**src/rtl/dma_utils_pkg.sv**
```systemverilog
// Shared types and constants for the DMA burst streamer.
package dma_utils_pkg;

    // AXI bursts must not cross a 4KB address boundary.
    localparam int AXI_4KB             = 4096;
    // AXI FIXED bursts are limited to 16 beats.
    localparam int AXI_FIXED_MAX_BEATS = 16;

    // Captured descriptor field widths; the streamer's ADDR_WIDTH and
    // BYTES_WIDTH must not exceed these.
    localparam int CFG_ADDR_W  = 32;
    localparam int CFG_BYTES_W = 32;

    typedef enum logic [1:0] {
        IDLE,
        CALC,
        REQ,
        DONE
    } burst_st_t;

    // While a transfer runs, addr tracks the next burst address and
    // bytes tracks the bytes still to be requested.
    typedef struct packed {
        logic [CFG_ADDR_W-1:0]  addr;
        logic [CFG_BYTES_W-1:0] bytes;
        logic                   mode;
        logic [7:0]             max_alen;
    } s_burst_cfg_t;

endpackage

```
**src/rtl/dma_burst_calc.sv**
```systemverilog
// Combinational sizing of the next AXI burst from the current address and
// remaining byte count.
module dma_burst_calc
    import dma_utils_pkg::*;
#(
    parameter int DATA_WIDTH  = 32,
    parameter int BYTES_WIDTH = 32
) (
    input  logic [11:0]             addr_i,
    input  logic [BYTES_WIDTH-1:0]  rem_bytes_i,
    input  logic                    mode_i,
    input  logic [7:0]              max_alen_i,
    output logic [7:0]              alen_o,
    output logic [DATA_WIDTH/8-1:0] strb_o,
    output logic [BYTES_WIDTH-1:0]  bytes_consumed_o
);

    localparam int STRB_W = DATA_WIDTH / 8;
    localparam int LG     = $clog2(STRB_W);

    logic [BYTES_WIDTH-1:0] w_full;
    logic [LG-1:0]          w_part;
    logic [12:0]            w_4k_beats;
    logic [12:0]            w_lim;
    logic [12:0]            w_beats;

    // Beat count is the smallest of the remaining full beats, the configured
    // maximum, and the 4KB (INCR) or 16-beat (FIXED) limit; a sub-beat
    // remainder always goes out alone with a partial strobe.
    always_comb begin
        w_full           = rem_bytes_i >> LG;
        w_part           = rem_bytes_i[LG-1:0];
        w_4k_beats       = (13'(AXI_4KB) - {1'b0, addr_i}) >> LG;
        w_lim            = mode_i ? 13'(AXI_FIXED_MAX_BEATS) : w_4k_beats;
        w_beats          = 13'd1;
        strb_o           = '1;
        bytes_consumed_o = '0;
        if (({5'd0, max_alen_i} + 13'd1) < w_lim) begin
            w_lim = {5'd0, max_alen_i} + 13'd1;
        end
        if (w_full == '0) begin
            w_beats          = 13'd1;
            strb_o           = (STRB_W'(1) << w_part) - STRB_W'(1);
            bytes_consumed_o = BYTES_WIDTH'(w_part);
        end else begin
            if (w_full < BYTES_WIDTH'(w_lim)) begin
                w_beats = w_full[12:0];
            end else begin
                w_beats = w_lim;
            end
            strb_o           = '1;
            bytes_consumed_o = BYTES_WIDTH'(w_beats) << LG;
        end
        alen_o = 8'(w_beats - 13'd1);
    end

endmodule

```
**src/rtl/dma_burst_streamer.sv**
```systemverilog
// Splits one DMA descriptor into a sequence of AXI-legal burst requests.
module dma_burst_streamer
    import dma_utils_pkg::*;
#(
    parameter int ADDR_WIDTH  = 32,
    parameter int DATA_WIDTH  = 32,
    parameter int BYTES_WIDTH = 32
) (
    input  logic                    clk,
    input  logic                    rst,
    input  logic                    start_i,
    input  logic                    abort_i,
    input  logic [ADDR_WIDTH-1:0]   cfg_addr_i,
    input  logic [BYTES_WIDTH-1:0]  cfg_bytes_i,
    input  logic                    cfg_mode_i,
    input  logic [7:0]              cfg_max_alen_i,
    output logic                    req_valid_o,
    input  logic                    req_ready_i,
    output logic [ADDR_WIDTH-1:0]   req_addr_o,
    output logic [7:0]              req_alen_o,
    output logic [2:0]              req_size_o,
    output logic [DATA_WIDTH/8-1:0] req_strb_o,
    output logic                    req_mode_o,
    output logic                    busy_o,
    output logic                    done_o,
    output logic                    err_cfg_o
);

    localparam int STRB_W = DATA_WIDTH / 8;
    localparam int LG     = $clog2(STRB_W);

    burst_st_t              r_state;
    burst_st_t              w_state_next;
    s_burst_cfg_t           r_cfg;
    logic                   r_abort_pend;
    logic                   r_err;
    logic [ADDR_WIDTH-1:0]  r_req_addr;
    logic [7:0]             r_req_alen;
    logic [STRB_W-1:0]      r_req_strb;
    logic                   r_req_mode;
    logic [2:0]             r_req_size;
    logic [BYTES_WIDTH-1:0] r_consumed;

    logic [7:0]             w_alen;
    logic [STRB_W-1:0]      w_strb;
    logic [BYTES_WIDTH-1:0] w_consumed;
    logic [BYTES_WIDTH-1:0] w_rem_after;
    logic                   w_misaligned;

    assign w_misaligned = (cfg_addr_i[LG-1:0] != '0);
    assign w_rem_after  = r_cfg.bytes[BYTES_WIDTH-1:0] - r_consumed;

    dma_burst_calc #(
        .DATA_WIDTH  (DATA_WIDTH),
        .BYTES_WIDTH (BYTES_WIDTH)
    ) u_calc (
        .addr_i           (r_cfg.addr[11:0]),
        .rem_bytes_i      (r_cfg.bytes[BYTES_WIDTH-1:0]),
        .mode_i           (r_cfg.mode),
        .max_alen_i       (r_cfg.max_alen),
        .alen_o           (w_alen),
        .strb_o           (w_strb),
        .bytes_consumed_o (w_consumed)
    );

    assign req_valid_o = (r_state == REQ);
    assign busy_o      = (r_state != IDLE);
    assign done_o      = (r_state == DONE);
    assign err_cfg_o   = r_err;
    assign req_addr_o  = r_req_addr;
    assign req_alen_o  = r_req_alen;
    assign req_strb_o  = r_req_strb;
    assign req_mode_o  = r_req_mode;
    assign req_size_o  = r_req_size;

    // State register.
    always_ff @(posedge clk or negedge rst) begin
        if (!rst) begin
            r_state <= IDLE;
        end else begin
            r_state <= w_state_next;
        end
    end

    // Next-state logic; a pending abort only takes effect after the
    // in-flight request has completed its handshake.
    always_comb begin
        w_state_next = r_state;
        case (r_state)
            IDLE: begin
                if (start_i) begin
                    if (w_misaligned || (cfg_bytes_i == '0)) begin
                        w_state_next = DONE;
                    end else begin
                        w_state_next = CALC;
                    end
                end
            end
            CALC: begin
                w_state_next = abort_i ? DONE : REQ;
            end
            REQ: begin
                if (req_ready_i) begin
                    if ((w_rem_after == '0) || r_abort_pend || abort_i) begin
                        w_state_next = DONE;
                    end else begin
                        w_state_next = CALC;
                    end
                end
            end
            default: begin
                w_state_next = IDLE;
            end
        endcase
    end

    // Descriptor capture, burst output registers and progress bookkeeping.
    always_ff @(posedge clk or negedge rst) begin
        if (!rst) begin
            r_cfg        <= '0;
            r_abort_pend <= 1'b0;
            r_err        <= 1'b0;
            r_req_addr   <= '0;
            r_req_alen   <= '0;
            r_req_strb   <= '0;
            r_req_mode   <= 1'b0;
            r_req_size   <= '0;
            r_consumed   <= '0;
        end else begin
            r_req_size <= 3'(LG);
            case (r_state)
                IDLE: begin
                    if (start_i) begin
                        r_cfg.addr     <= CFG_ADDR_W'(cfg_addr_i);
                        r_cfg.bytes    <= CFG_BYTES_W'(cfg_bytes_i);
                        r_cfg.mode     <= cfg_mode_i;
                        r_cfg.max_alen <= cfg_max_alen_i;
                        r_err          <= w_misaligned;
                        r_abort_pend   <= 1'b0;
                    end
                end
                CALC: begin
                    if (!abort_i) begin
                        r_req_addr <= r_cfg.addr[ADDR_WIDTH-1:0];
                        r_req_alen <= w_alen;
                        r_req_strb <= w_strb;
                        r_req_mode <= r_cfg.mode;
                        r_consumed <= w_consumed;
                    end
                end
                REQ: begin
                    if (abort_i) begin
                        r_abort_pend <= 1'b1;
                    end
                    if (req_ready_i) begin
                        r_cfg.bytes <= CFG_BYTES_W'(w_rem_after);
                        if (!r_cfg.mode) begin
                            r_cfg.addr <= r_cfg.addr + CFG_ADDR_W'(r_consumed);
                        end
                    end
                end
                default: begin
                end
            endcase
        end
    end

endmodule

```
**config.mk**
```make
export PLATFORM = sky130hd
export DESIGN_NAME = dma_burst_streamer
export DESIGN_NICKNAME = d
export VERILOG_FILES = /design/src/rtl/dma_utils_pkg.sv /design/src/rtl/dma_burst_calc.sv /design/src/rtl/dma_burst_streamer.sv
export SDC_FILE = /design/constraint.sdc
export NUM_CORES = 1
export LEC_CHECK = 0
export CAP_MARGIN = 0
export CORE_ASPECT_RATIO = 1.1
export CORE_MARGIN = 1
export CORE_UTILIZATION = 33
export CTS_CLUSTER_SIZE = 8
export DETAILED_ROUTE_END_ITERATION = 8
export GPL_TIMING_DRIVEN = 0
export PLACE_DENSITY = 0.64
export SYNTH_ARGS = -nofsm -noshare
export SYNTH_HDL_FRONTEND = slang
export SYNTH_SLANG_ARGS = --single-unit
```
**constraint.sdc**
```tcl
create_clock -name clk -period 6.6 [get_ports clk]
set_input_delay 1.65 -clock clk [delete_from_list [all_inputs] [get_ports clk]]
set_output_delay 1.65 -clock clk [all_outputs]
set_load 0.02 [all_outputs]
```
==> metrics.md, run 1 <==
| Metric | Value |
|---|---|
| Drt pass-1 iters | 6 |
| Initial Utilization | 0.339 |
| Multi-input logic area | 0.00565 mm² |
| Initial DRC Count | 790 |
| DIE WIDTH | 164 µm |
| Layout area overhead | 25.6% |
| Setup slack after layout | 319 ps |
| First-pass GRT wire length | 53000 µm |
| Total GRT Usage | 0.234 |
| Simple-Gate Fraction of Synth Area | 0.227 |
| Share of the synthesized area in the top cell type | 0.364 |
| Via Count | 9601 |
| DP HPWL | 25800 µm |
| Worst-path clk slew | 60 ps |
| Ant diodes | 0 |
| Final Wtd Congestion | 0.945 |
| PD cells | 587 mW/mm² |
| Hold Path Class | reg -> reg |
| Hold violation total from the final report | 0 |
| Root buf cell | clkbuf_16 |
| Largest net degree at the start of global routing | 92 |
| WL per Instance | 20.2 µm |
| Post-synthesis adder-cell area fraction | 0.0701 |
| Measured slew at the worst slew-check pin | 874 ps |
| Cts hold-fix bufs | 0 |
| Warnings, synthesis | 0 |
| CP required | 6950 ps |
| Path depth of the worst reg2reg path | 25 |
| Compound-Gate Fraction of Synth Area | 0.222 |
| Count of cell types in the netlist | 76 |
| Core Region | 0.0280 mm² |
| Via-to-Cell Ratio | 5.71 |
| Top cells by area, synth | dfrtp_1 36%, nand2_1 7.9%, ha_1 6.6% |
| Post-synth EDFFs | 0 |
| Rel. slew slack | 0.411 |
| Die height | 180 µm |
| IO Pins | 130 |
| Fillers | 2848 |
| Final nets | 1435 |
| Setup crit start kind | register |
| Final min period | 6280 ps |
| Die area | 0.0294 mm² |
| Largest family of logic cells by synthesized area | simple AND/OR/NAND/NOR gates |
| # clock sinks | 138 |
| Max Fclk | 0.159 GHz |
| Period utilisation layout | 0.952 |
| CTS H-tree lvls | 4 |
| Port bufs | 127 |
| Post-place setup slack | -121 ps |
| Most frequent cells in the layout | 198 x nand2_1, 138 x dfrtp_1, 126 x clkdlybuf4s50_1 |
| Maxcap violations | 0 |
| Setup Viol. Count Final | 0 |
| Overall power | 6.99 mW |
| CTS tree | built |
| Pleak | 5.02 nW |
| Synth Instances | 1151 |
| Commonest non-fill, non-tap cell in the layout | nand2_1 |
| Max-slew violations | 0 |
| Crit-path max FO | 10 |
| # DRC | 0 |
| Vias in the first global route | 9354 |
| Async SR Flop Fraction | 1.00 |
| Row count | 64 |
| Clock skew | 14.0 ps |
| Status | completed |
| Final WL | 33900 µm |
| Post-Synth XOR/XNOR Area | 0.0351 |
| Top cell type by total area after synthesis | dfrtp_1 |
| Hold Path Cell Cnt | 2 |
| Layout cell share with drive strength beyond 1 | 0.0683 |
| Synth Register Bits | 138 |
| Post-synthesis sequential area ratio | 0.364 |
| Mean Syn Cell Area | 8.24 µm² |
| Cell area after synthesis | 0.00949 mm² |
| Critical Path End Type | register |
| Post-route ant nets | 0 |
| Longest Clk Path Bufs | 2 |
| Worst VDD drop | 0.225 mV |
| CP Class | reg -> reg |
| CP arrival | 6640 ps |
| CTS buffer count | 17 |
| Reg area | 0.00345 mm² |
| GR Overflow Total | 0 |
| Worst skew pair latency | 440 ps |
| Primary FF master, synth | dfrtp_1 |
| Multiplexer area fraction after synthesis | 0.0367 |
| Initial antenna violation count | 0 |
-- critical path, stage by stage, from the launching register on --
cell and delay (ps):
dfrtp_1 460, or4_4 580, nand2_1 80, or3b_2 490, ha_1 310, a21bo_2 200, a2111oi_2 370, o211ai_2 180
nand2_2 180, buf_2 280, mux2i_2 340, ha_1 310, a21o_1 180, a21o_1 170, a21oi_1 180, nor2_1 100
nor3_4 240, buf_6 210, mux2i_1 190, nand2_1 140, ha_1 230, inv_1 140, nor2_1 80, mux2_2 270
xor2_1 140, o21ai_0 140
-- metal layers --
layer | vias to the layer above | wire length, µm | track usage
li1 | 4467 | - | -
met1 | 4602 | 14800 | 0.317
met2 | 445 | 15400 | 0.369
met3 | 87 | 2230 | 0.0295
met4 | 0 | 1450 | 0.107
met5 | - | 0 | 0
-- worst paths after layout --
kind                                      startpoint                         to  slack [ps]
setup / recovery               r_cfg[42]$_DFFE_PN0P_  req_alen_o[6]$_DFFE_PN0P_         320
hold / removal             req_addr_o[6]$_DFFE_PN0P_  req_addr_o[6]$_DFFE_PN0P_         480
setup reg to reg               r_cfg[42]$_DFFE_PN0P_  req_alen_o[6]$_DFFE_PN0P_         320
hold reg to reg            req_addr_o[6]$_DFFE_PN0P_  req_addr_o[6]$_DFFE_PN0P_         480
max in group asynchronous                        rst      r_cfg[55]$_DFFE_PN0P_        4620
min in group asynchronous                        rst  r_consumed[5]$_DFFE_PN0P_        1150
-- power by group --
| group | switching (mW) | internal (mW) |
|---|---|---|
| Sequential | 0.443 | 1.23 |
| Combinational | 2.60 | 1.73 |
| Clock | 0.411 | 0.587 |
-- cell type report --
cell class / count / share of cell area
Buffer: 64 / 0.0224
Inverter: 41 / 0.0129
Sequential cell: 138 / 0.290
Timing Repair Buffer: 132 / 0.112
Multi-Input combinational cell: 911 / 0.474
Clock buffer: 19 / 0.0380
Clock inverter: 13 / 0.0132
Tap cell: 363 / 0.0381
-- Yosys cell counts, types with 6 or more instances --
master,number
a211oi_1,7
a21o_1,17
a21oi_1,69
a221oi_1,8
a31oi_1,27
a32oi_1,6
and2_1,6
and3_1,10
clkbuf_1,53
dfrtp_1,138
ha_1,50
inv_1,41
mux2_2,14
mux2i_1,19
nand2_1,199
nand2b_1,6
nand3_1,36
nand4_1,11
nor2_1,95
nor2b_1,10
nor3_1,21
nor4_1,18
nor4b_1,6
o211ai_1,10
o21a_1,14
o21ai_0,94
o31ai_1,11
or4_1,7
xnor2_1,19
xor2_1,19
-- stage by stage --
stage          utilization  TNS [ps]  cells  hold WS, ps  instance area [µm²]
3_5_place_dp         0.402      -121   1645          464                11300
5_1_grt              0.425     -10.5   1681          503                11900
3_3_place_gp         0.401   -276520   1644          463                11200
4_1_cts              0.424         0   1679          480                11900
6_report             0.425         0   1681          475                11900
2_1_floorplan            -         0   1154          463                 9500
-- state kept, by name, summed over array words and instances (netlist names) --
name	cells
r_consumed	15
req_alen_o	8
req_mode_o	1
r_abort_pend	1
req_addr_o	32
r_cfg	73
req_strb_o	4
req_size_o	1
err_cfg_o	1
r_state	2
-- timing repair --
action,4_1_cts,5_1_grt
endpoints found under the setup margin,1,1
pin swaps,1,2
gates resized for setup,0,6
buffers inserted,2,2
-- kinds of logic (layout without fill, tap and decap cells) --
group	count (synthesis)	count (layout)
other	2	5
DFF	138	138
and+or+nand+nor	459	459
muxes	33	33
AOI/OAI and AO/OA	324	324
xor gates and xnor gates	38	38
adders and majority gates	52	52
buffers and inverters	105	269
No activity file was read; power rests on OpenSTA's default activity.
==> inputs of run 2 (changes only) <==
--- a/config.mk
+++ b/config.mk
@@ -5,6 +5,7 @@
 export SDC_FILE = /design/constraint.sdc
 export NUM_CORES = 1
 export LEC_CHECK = 0
+export ABC_AREA = 1
 export CAP_MARGIN = 0
 export CORE_ASPECT_RATIO = 1.1
 export CORE_MARGIN = 1
==> metrics.md, run 2 <==
| Metric | Value |
|---|---|
| Status | completed |
| RSZ-0062 raised after global routing | false |
| R2r setup slk | 1220 ps (+900 ps) |
| Maxcap violations | 0 (unchanged) |
| Combinational Power Share | 0.617 (-0.002) |
| Post-route setup TNS | 0 ps (unchanged) |
| Port bufs | 127 (unchanged) |
| Most frequent cells in the layout | 272 x nand2_1, 138 x dfrtp_1, 130 x inv_1 |
| R2r endpoint | req_alen_o[4]$_DFFE_PN0P_ |
| Path depth of the worst reg2reg path | 37 (+48%) |
| Flop pwr share | 0.240 (about the same) |
| First-pass GRT wire length | 47200 µm (-11%) |
| Placed Cells | 1721 (+4.6%) |
| Post-synth EDFFs | 0 (unchanged) |
| Initial Utilization | 0.337 (-0.00136) |
| Top cells by area, synth | dfrtp_1 38%, nand2_1 11%, a21oi_1 6.8% |
| Crit-path max FO | 10 (unchanged) |
| Final min period | 5380 ps (-901 ps) |
| Post-route ant nets | 0 (unchanged) |
| CTS H-tree lvls | 4 (unchanged) |
| Slowest CP cell | o21ai_0 |
| Period utilisation layout | 0.815 (-0.136) |
| Critical Path End Type | register |
| CTS buffer count | 17 (unchanged) |
| Switching pwr | 3.48 mW (+0.78%) |
| Ant diodes | 0 (unchanged) |
| Post-place setup slack | 1350 ps (+1470 ps) |
| Async SR Flop Fraction | 1.00 (unchanged) |
| Primary FF master, synth | dfrtp_1 |
| Setup Viol. Count Final | 0 (unchanged) |
| Synth Instances | 1233 (+7.1%) |
| Commonest non-fill, non-tap cell in the layout | nand2_1 |
| Slowest stage delay, CP | 510 ps (-70 ps) |
| Via-to-Cell Ratio | 5.10 (-11%) |
| Top reg by flops | r_cfg |
| Cts repair resizes | 0 (unchanged) |
| Design area | 0.0115 mm² (-3.5%) |
| DIE WIDTH | 161 µm (-1.8%) |
| Clock skew | 15.6 ps (+1.64 ps) |
| Top cell type by total area after synthesis | dfrtp_1 |
| IO Pins | 130 (unchanged) |
| Mean Syn Cell Area | 7.42 µm² (-10%) |
| Rel. slew slack | 0.453 (+0.0418) |
| Sw frac | 0.511 (+0.0174) |
| DP HPWL | 23500 µm (-8.9%) |
| Cts hold-fix bufs | 0 (unchanged) |
| Post-placement cell area | 0.0109 mm² (-3.1%) |
| Non-filler instance count after layout | 1753 (+4.3%) |
| Drt pass-1 iters | 7 (+1) |
| Root buf cell | clkbuf_16 |
| Die height | 177 µm (-1.8%) |
| Crit Reg-Reg Startpoint | r_cfg[41]$_DFFE_PN0P_ |
| Layout area overhead | 25.7% |
| Largest net degree at the start of global routing | 82 (-11%) |
| CTS tree | built |
| Share of the synthesized area in the top cell type | 0.378 (+0.0137) |
| Longest Clk Path Bufs | 2 (unchanged) |
| Layout cell share with drive strength beyond 1 | 0.0616 (-0.00668) |
| Post-synthesis sequential area ratio | 0.378 (+0.0137) |
| Via Count | 8939 (-6.9%) |
| # DRC | 0 (unchanged) |
| Worst VDD drop | 0.210 mV (-6.7%) |
| Worst skew pair latency | 430 ps (about the same) |
| Util after Layout | 0.424 (-0.00126) |
| Fillers | 2814 (-1.2%) |
| Worst-path clk slew | 70 ps (about the same) |
| Final nets | 1513 (+5.4%) |
| Measured slew at the worst slew-check pin | 821 ps (-53.5 ps) |
| Max Fclk | 0.186 GHz (+17%) |
| Final Wtd Congestion | 0.922 (-2.4%) |
| Initial antenna violation count | 0 (unchanged) |
| Count leader, synth | nand2_1 |
| Warnings, synthesis | 0 (unchanged) |
| CP Class | reg -> reg |
| CP required | 6910 ps (-40 ps) |
| # clock sinks | 138 (unchanged) |
| Total internal power | 3.33 mW (-6.0%) |
| Core Region | 0.0271 mm² (-3.3%) |
| Final WL | 29800 µm (-12%) |
| Hold Path Class | reg -> reg |
| WL per Instance | 17.0 µm (-16%) |
| Critical Path Start | r_cfg[41]$_DFFE_PN0P_ |
| Max reg flops | 73 (unchanged) |
| Setup crit start kind | register |
| Setup Buffers After CTS | 0 (-2) |
| Overall power | 6.81 mW (-2.7%) |
| Die area | 0.0284 mm² (-3.6%) |
| Count of cell types in the netlist | 47 (-38%) |
| Cell area after synthesis | 0.00914 mm² (-3.6%) |
| GR Overflow Total | 0 (unchanged) |
| Final hold slack | 484 ps (+9.01 ps) |
| Pleak | 5.33 nW (+6.2%) |
| Top post-synthesis cells by count | 272 x nand2_1, 138 x dfrtp_1, 130 x inv_1, 125 x a21oi_1, 97 x o21ai_0 |
| CP arrival | 5690 ps (-950 ps) |
| Vias in the first global route | 8880 (-5.1%) |
| Max-slew violations | 0 (unchanged) |
| Clock power frac | 0.143 (about the same) |
| Total GRT Usage | 0.215 (-0.0189) |
| Row count | 63 (-1.6%) |
| PD cells | 592 mW/mm² (+0.92%) |
| Synth Register Bits | 138 (unchanged) |
| Setup slack after layout | 1220 ps (+901 ps) |
| Hold violation total from the final report | 0 (unchanged) |
| Worst setup path endpoint | req_alen_o[4]$_DFFE_PN0P_ |
| Initial DRC Count | 594 (-25%) |
run 2: changes by cell type after synthesis, sizes merged, moves of 19 or more:
| cell | before | now |
|---|---|---|
| inv | 41 | 139 |
| nand2 | 200 | 287 |
| a22oi | 2 | 46 |
| a21oi | 70 | 125 |
| a31oi | 27 | 7 |
| mux2i | 19 | 0 |
| nand3 | 36 | 65 |
run 2: metal layers:
metal | up-vias | wire (µm) | global-route usage
li1 | 4437 | - | -
met1 | 4184 | 13400 | 0.279
met2 | 266 | 13900 | 0.359
met3 | 52 | 1540 | 0.0331
met4 | 0 | 925 | 0.0877
met5 | - | 0 | 0
run 2: cell families after synthesis:
logic type,share of synthesized area
XOR/XNOR,0.0374
buffers and inverters,0.0772
flip-flops,0.378
adder cells (fa/ha/maj),0.0728
AND/OR/NAND/NOR,0.245
other,0.000821
AO/OA/AOI/OAI,0.189
run 2: area by class of cell:
cell class	count	area, µm²	area share
plain buffers	43	180	0.0157
well taps	357	447	0.0389
flip-flops and latches	138	3450	0.300
clock buffers	17	425	0.0370
repair buffers	128	1300	0.113
multi-input cells	915	5000	0.435
inverters	140	526	0.0457
clock inverters	15	170	0.0148
run 2: worst max-delay path, delay by kind of cell (launching register included):
| family | cells | cell delay [ps] |
|---|---|---|
| AOI/OAI and AO/OA | 6 | 1040 |
| xor gates and xnor gates | 1 | 140 |
| adders and majority gates | 3 | 850 |
| buffers and inverters | 7 | 680 |
| DFF | 1 | 450 |
| and+or+nand+nor | 20 | 2080 |
run 2: worst min path at each step:
stage | startpoint | endpoint | slack (ps) | cells after the start
final | req_addr_o[11]$_DFFE_PN0P_ | req_addr_o[11]$_DFFE_PN0P_ | 480 | 2
after floorplan | r_consumed[13]$_DFFE_PN0P_ | r_consumed[13]$_DFFE_PN0P_ | 460 | 2
after CTS | req_addr_o[11]$_DFFE_PN0P_ | req_addr_o[11]$_DFFE_PN0P_ | 490 | 2
after global routing | req_alen_o[0]$_DFFE_PN0P_ | req_alen_o[0]$_DFFE_PN0P_ | 520 | 2
after detailed placement | req_addr_o[21]$_DFFE_PN0P_ | req_addr_o[21]$_DFFE_PN0P_ | 480 | 2
after global placement | req_alen_o[5]$_DFFE_PN0P_ | req_alen_o[5]$_DFFE_PN0P_ | 470 | 2
run 2: power by group through the flow:
stage / combinational (mW) / sequential, mW / clock [mW]
after floorplan: 2.78 / 1.68 / 0
after global placement: 4.09 / 1.64 / 0
after detailed placement: 4.15 / 1.64 / 0
after CTS: 4.17 / 1.63 / 0.987
after global routing: 4.72 / 1.69 / 1.02
final: 4.20 / 1.63 / 0.973
